==> src/rtl/chop_digits_arbiter_if.sv <==
// chop_digits_arbiter_if: requester handshake and datapath strobes shared with the digit arbiter
interface chop_digits_arbiter_if #(
  parameter int NREQ  = 4,
  parameter int CNT_W = 4
);
  logic [NREQ-1:0]  req;
  logic [NREQ-1:0]  base_in;
  logic             number_is_0;
  logic [NREQ-1:0]  grant;
  logic [NREQ-1:0]  done;
  logic             error;
  logic             busy;
  logic             get_new;
  logic             load_number;
  logic             load_index;
  logic             select_base;
  logic             write;
  logic [CNT_W-1:0] digit_count;
  modport master (
    output req, base_in, number_is_0,
    input  grant, done, error, busy, get_new, load_number, load_index, select_base, write, digit_count
  );
  modport slave (
    input  req, base_in, number_is_0,
    output grant, done, error, busy, get_new, load_number, load_index, select_base, write, digit_count
  );
endinterface

==> src/rtl/chop_digits_arbiter.sv <==
// chop_digits_arbiter: round-robin owner of one chopUpDigits datapath, sequencing its digit loop
module chop_digits_arbiter #(
  parameter int NREQ       = 4,
  parameter int MAX_DIGITS = 11,
  parameter int CNT_W      = 4
) (
  input logic                 i_clk,
  input logic                 i_reset,
  chop_digits_arbiter_if.slave bus
);
  localparam int IW = NREQ > 1 ? $clog2(NREQ) : 1;
  localparam logic [CNT_W-1:0] MAXC = CNT_W'(MAX_DIGITS);

  typedef enum logic [2:0] {S_IDLE, S_START, S_LOOP, S_WRITE, S_FINISH} state_t;

  state_t           r_state, w_state_n;
  logic [IW-1:0]    r_owner, w_owner_n, r_ptr, w_ptr_n, w_pick, w_idx;
  logic             r_base, w_base_n, r_err, w_err_n, w_any, w_limit;
  logic [CNT_W-1:0] r_cnt, w_cnt_n;
  logic [NREQ-1:0]  w_onehot;

  assign w_limit = r_cnt == MAXC;

  // first requesting index after the last owner, wrapping; smallest offset wins
  always_comb begin
    w_pick = '0;
    w_any  = 1'b0;
    w_idx  = '0;
    for (int k = NREQ; k >= 1; k--) begin
      w_idx = IW'((int'(r_ptr) + k) % NREQ);
      if (bus.req[w_idx]) begin
        w_pick = w_idx;
        w_any  = 1'b1;
      end
    end
  end

  // next state and job context; context only changes on a new grant or in the loop
  always_comb begin
    w_state_n = r_state;
    w_owner_n = r_owner;
    w_ptr_n   = r_ptr;
    w_base_n  = r_base;
    w_err_n   = r_err;
    w_cnt_n   = r_cnt;
    case (r_state)
      S_IDLE: if (w_any) begin
        w_state_n = S_START;
        w_owner_n = w_pick;
        w_ptr_n   = w_pick;
        w_base_n  = bus.base_in[w_pick];
        w_cnt_n   = '0;
        w_err_n   = 1'b0;
      end
      S_START: w_state_n = S_LOOP;
      S_LOOP: begin
        w_err_n   = !bus.number_is_0 && w_limit;
        w_state_n = (bus.number_is_0 || w_limit) ? S_FINISH : S_WRITE;
      end
      S_WRITE: begin
        w_state_n = S_LOOP;
        w_cnt_n   = w_limit ? r_cnt : r_cnt + 1'b1;
      end
      S_FINISH: w_state_n = S_IDLE;
      default:  w_state_n = S_IDLE;
    endcase
  end

  // state and context registers; reset aborts any job without a done
  always_ff @(posedge i_clk or negedge i_reset) begin
    if (!i_reset) begin
      r_state <= S_IDLE;
      r_owner <= '0;
      r_ptr   <= IW'(NREQ - 1);
      r_base  <= 1'b0;
      r_err   <= 1'b0;
      r_cnt   <= '0;
    end else begin
      r_state <= w_state_n;
      r_owner <= w_owner_n;
      r_ptr   <= w_ptr_n;
      r_base  <= w_base_n;
      r_err   <= w_err_n;
      r_cnt   <= w_cnt_n;
    end
  end

  assign w_onehot        = NREQ'(1) << r_owner;
  assign bus.grant       = r_state != S_IDLE ? w_onehot : '0;
  assign bus.done        = r_state == S_FINISH ? w_onehot : '0;
  assign bus.error       = r_state == S_FINISH && r_err;
  assign bus.busy        = r_state != S_IDLE;
  assign bus.get_new     = r_state == S_START;
  assign bus.load_number = r_state == S_START || r_state == S_WRITE;
  assign bus.load_index  = r_state == S_START || r_state == S_WRITE;
  assign bus.write       = r_state == S_WRITE;
  assign bus.select_base = r_base;
  assign bus.digit_count = r_cnt;
endmodule
==> src/flat_wrapper.sv <==
// flat-port wrapper written by rule: the top's interface ports become plain ports
module chop_digits_arbiter_flat 
#(
  parameter int NREQ       = 4,
  parameter int MAX_DIGITS = 11,
  parameter int CNT_W      = 4
)
  (i_clk, i_reset, bus_req, bus_base_in, bus_number_is_0, bus_grant, bus_done, bus_error, bus_busy, bus_get_new, bus_load_number, bus_load_index, bus_select_base, bus_write, bus_digit_count);
  chop_digits_arbiter_if #(.NREQ(NREQ), .CNT_W(CNT_W)) bus_i ();
  input logic i_clk;
  input logic i_reset;
  input wire logic [$bits(bus_i.req)-1:0] bus_req;
  input wire logic [$bits(bus_i.base_in)-1:0] bus_base_in;
  input wire logic [$bits(bus_i.number_is_0)-1:0] bus_number_is_0;
  output wire logic [$bits(bus_i.grant)-1:0] bus_grant;
  output wire logic [$bits(bus_i.done)-1:0] bus_done;
  output wire logic [$bits(bus_i.error)-1:0] bus_error;
  output wire logic [$bits(bus_i.busy)-1:0] bus_busy;
  output wire logic [$bits(bus_i.get_new)-1:0] bus_get_new;
  output wire logic [$bits(bus_i.load_number)-1:0] bus_load_number;
  output wire logic [$bits(bus_i.load_index)-1:0] bus_load_index;
  output wire logic [$bits(bus_i.select_base)-1:0] bus_select_base;
  output wire logic [$bits(bus_i.write)-1:0] bus_write;
  output wire logic [$bits(bus_i.digit_count)-1:0] bus_digit_count;
  assign bus_i.req = bus_req;
  assign bus_i.base_in = bus_base_in;
  assign bus_i.number_is_0 = bus_number_is_0;
  assign bus_grant = bus_i.grant;
  assign bus_done = bus_i.done;
  assign bus_error = bus_i.error;
  assign bus_busy = bus_i.busy;
  assign bus_get_new = bus_i.get_new;
  assign bus_load_number = bus_i.load_number;
  assign bus_load_index = bus_i.load_index;
  assign bus_select_base = bus_i.select_base;
  assign bus_write = bus_i.write;
  assign bus_digit_count = bus_i.digit_count;
  chop_digits_arbiter #(.NREQ(NREQ), .MAX_DIGITS(MAX_DIGITS), .CNT_W(CNT_W)) u_core (.i_clk(i_clk), .i_reset(i_reset), .bus(bus_i));
endmodule
==> config.mk <==
export PLATFORM = sky130hd
export DESIGN_NAME = chop_digits_arbiter_flat
export DESIGN_NICKNAME = d
export VERILOG_FILES = /design/src/rtl/chop_digits_arbiter_if.sv /design/src/rtl/chop_digits_arbiter.sv /design/src/flat_wrapper.sv
export SDC_FILE = /design/constraint.sdc
export NUM_CORES = 1
export LEC_CHECK = 0
export BUFFER_PORTS_ARGS = -buffer_cell sky130_fd_sc_hd__buf_4
export CAP_MARGIN = 20
export CORE_ASPECT_RATIO = 0.7
export CORE_MARGIN = 2
export CORE_UTILIZATION = 35
export CTS_CLUSTER_SIZE = 28
export DETAILED_ROUTE_END_ITERATION = 7
export PLACE_DENSITY = 0.59
export SYNTH_ARGS = -nofsm -noshare
export SYNTH_HDL_FRONTEND = slang
export SYNTH_SLANG_ARGS = --single-unit
==> constraint.sdc <==
create_clock -name i_clk -period 1.8 [get_ports i_clk]
set_input_delay 0.09 -clock i_clk [delete_from_list [all_inputs] [get_ports i_clk]]
set_output_delay 0.09 -clock i_clk [all_outputs]
set_load 0.02 [all_outputs]
==> run_results.csv <==
group,metric,value,unit
sta,fin_crit_sh,91.9,%
run,max-cap-violations,0,
power,pwr-share-seq,31.5,%
global_routing,grt_pass1_vias,681,
floorplan,ios,30,
hold_path,worstHoldEndpoint,"u_core.bus.select_base",
global_routing,grt_max_degree,14,
power,p_clk_share,10.8,%
placed_design,port_buffers,29,
cells_and_area,final_core_util,51.3,%
floorplan,fp.dieW,61.7,um
yosys,synth_warnings,0,
sta,setup-violations-final,0,
detailed_routing,firstDrtPassIters,4,
yosys,yosysUniqueCellTypes,34,
yosys,postSynthCellCount,92,
hold_path,whs_path_depth,3,
placed_design,finalWeightedCongestion,0.733,
clocking,numCtsBuffers,3,
floorplan,floorplan.initialDensity,37.5,%
detailed_routing,antenna_left,0,
sta,worst_slack,0.146,ns
worst_setup_path,reg2reg_from,"u_core.bus.digit_count[0]",
floorplan,dieHeight,44.4,um
clocking,holdBufCountCts,2,
clocking,clock-root-buffer,"clkbuf_4",
yosys,synth_nets,104,
global_routing,grt_pass1_wl,3.05,mm
sta,final.setup.tns,0,ns
clocking,cts_tree,"built",
yosys,syn_area,815,um2
power,p_sw,793,uW
sta,hold_violations,0,
detailed_routing,num_vias,728,
yosys,yosys.area.top_type_share,33.8,%
sta,rsz0062_at_grt,"false",
worst_setup_path,crit_buf_inv,0,
detailed_routing,totalWireLength,1.88,mm
worst_setup_path,crit_type,"register to register",
worst_setup_path,critPathTopFamily,"simple AND/OR/NAND/NOR gates",
worst_setup_path,timing.rr.end,"u_core.bus.digit_count[3]",
yosys,synth_seq_cells,13,
sta,report.final.slew_viol_count,0,
cells_and_area,drive_gt1_share,34.1,%
power,power.leakage,0.000540,uW
hold_path,min_path_type,"input pin to register",
detailed_routing,drt_iter0_markers,46,
detailed_routing,wl_per_cell,11.9,um
power,power.internal,963,uW
yosys,synth_area_leader_cell,"dfrtp_1",
sta,tightest_slew,0.352,ns
worst_setup_path,cp_max_fo,4,
floorplan,placementRows,14,
detailed_routing,viasPerCell,4.61,
worst_setup_path,slowest_delay,0.43,ns
hold_path,hold_start,"bus_base_in[1]",
sta,fmax,0.605,GHz
clocking,cts_setup_buffers,0,
sta,whs,0.167,ns
power,p_sw_share,45.2,%
power,p_per_area,1580,nW/um2
worst_setup_path,rrSetupSlack,0.15,ns
worst_setup_path,end_kind,"register",
cells_and_area,final_nets,139,
clocking,htree_levels,1,
worst_setup_path,critPathSlowestCell,"dfrtp_1",
cells_and_area,antenna_cells,0,
placed_design,place_ws,0.195,ns
sta,relSlewSlack,76.6,%
cells_and_area,syn_to_final_growth,36.7,%
clocking,clkLatencyLatePin,0.29,ns
yosys,seq_area_frac_synth,40.2,%
clocking,cts_sinks,13,
clocking,clkTransAtPathRegs,0.09,ns
floorplan,dieArea,2740,um2
power,ir_worst_vdd,0.652,mV
power,p_comb_share,57.8,%
worst_setup_path,path_cells,"ha_1 > and3b_1 > o22ai_1 > nor3b_2 > xnor2_1 > nor2_1",
global_routing,grt_antenna_before_repair,0,
outcome,outcome,"finished, final reports clean",
worst_setup_path,cp.required,1.97,ns
worst_setup_path,reg2reg_depth,6,
detailed_routing,drc,0,
clocking,clk_path_buf_depth,2,
sta,fin_skew,0.00842,ns
yosys,synth_area_leaders,"dfrtp_1, nor2_1, dfstp_2",
global_routing,grt_util_all_layers,15.6,%
global_routing,overflow,0,
floorplan,core,2170,um2
placed_design,dpl.hpwl,1.45,mm
yosys,syn_avg_cell_area,8.85,um2
worst_setup_path,critPathArrivalTime,1.83,ns
clocking,cts_resized,0,
sta,layout_min_cycle_time,1.65,ns
worst_setup_path,crit_path_start_kind,"register",
## power groups by stage
stage                     Clock (uW)  Sequential, uW  Combinational (uW)
after global routing             212             578                1120
after CTS                        199             551                1020
after floorplan                    0             549                 670
after detailed placement           0             556                1020
final                            189             552                1010
after global placement             0             554                1010
## flip-flops by register name, indices dropped and copies added, names as in the netlist
name                    count
u_core.r_state              3
u_core.r_owner              2
u_core.r_err                1
u_core.bus.digit_count      4
u_core.r_ptr                2
u_core.bus.select_base      1
## cell families after synthesis
group / count (synthesis) / synth area share, %
xor gates and xnor gates: 2 / 2.15
and+or+nand+nor: 55 / 38.3
adders and majority gates: 1 / 1.54
AOI/OAI and AO/OA: 11 / 10.1
buffers and inverters: 7 / 3.84
DFF: 13 / 40.2
muxes: 3 / 3.84
## metal layers
metal | vias up | GRT usage [%] | part of all wire, %
met5 | - | 0 | 0
met4 | 0 | 3.83 | 0.53
met3 | 2 | 6.14 | 6.7
met2 | 22 | 21.3 | 42
met1 | 325 | 23.1 | 51
li1 | 379 | - | -
## tightest hold or removal path, delay by kind of cell
kind / cells / cell delay, ns
multiplexers: 1 / 0.12
AO/OA/AOI/OAI: 1 / 0.09
buffers and inverters: 1 / 0.11
## stage by stage
step | power [uW] | cells | area [um2]
4_1_cts | 1770 | 158 | 1110
3_5_place_dp | 1570 | 152 | 1070
2_1_floorplan | 1220 | 92 | 815
3_3_place_gp | 1570 | 152 | 1070
5_1_grt | 1910 | 158 | 1110
6_report | 1760 | 158 | 1110
## final cells by class
cell class	count	area (um2)
Inverter	5	18.8
Tap cell	32	40.0
Multi-Input combinational cell	72	455
Sequential cell	13	328
Timing Repair Buffer	32	245
Fill cell	213	1060
Clock buffer	4	26.3
## Yosys cell counts
cell and count:
a21oi_2 1, and3_1 1, or2_4 1, o311ai_1 1, buf_4 1, a31oi_1 1
a21o_1 3, nor2b_1 1, dfrtp_1 11, dfstp_2 2, nor2_1 19, nand3_1 6
o32ai_1 1, nor4_4 1, and2b_1 1, nand2b_1 6, and2_1 3, o22ai_1 1
or3_4 1, buf_2 1, ha_1 1, o221a_2 1, nor3b_2 1, nand2_1 8
mux2i_1 2, nand3b_1 2, nor3_1 2, and3b_1 1, o21ai_0 2, inv_1 5
xnor2_1 1, xor2_1 1, nor3_4 1, mux2_2 1
## worst max path at each step
stage | endpoint | cells past startpoint | slack [ns] | from
3_3_place_gp | u_core.bus.digit_count[3] | 6 | 0.20 | u_core.bus.digit_count[0]
4_1_cts | u_core.bus.digit_count[3] | 6 | 0.15 | u_core.bus.digit_count[0]
3_5_place_dp | u_core.bus.digit_count[3] | 6 | 0.20 | u_core.bus.digit_count[0]
6_report | u_core.bus.digit_count[3] | 6 | 0.15 | u_core.bus.digit_count[0]
5_1_grt | u_core.bus.digit_count[1] | 6 | 0.01 | u_core.bus.digit_count[0]
2_1_floorplan | u_core.bus.digit_count[3] | 6 | 0.26 | u_core.bus.digit_count[0]
## cell usage in the layout, fill, tap and decap left out, types with 3 or more instances in the layout
cell type,instances
dfrtp_1,11
and2_1,3
nor2_1,19
nand2b_1,6
clkbuf_4,3
a21o_1,3
nand3_1,6
buf_4,30
nand2_1,8
inv_1,5
No activity file was read; power rests on OpenSTA's default activity.
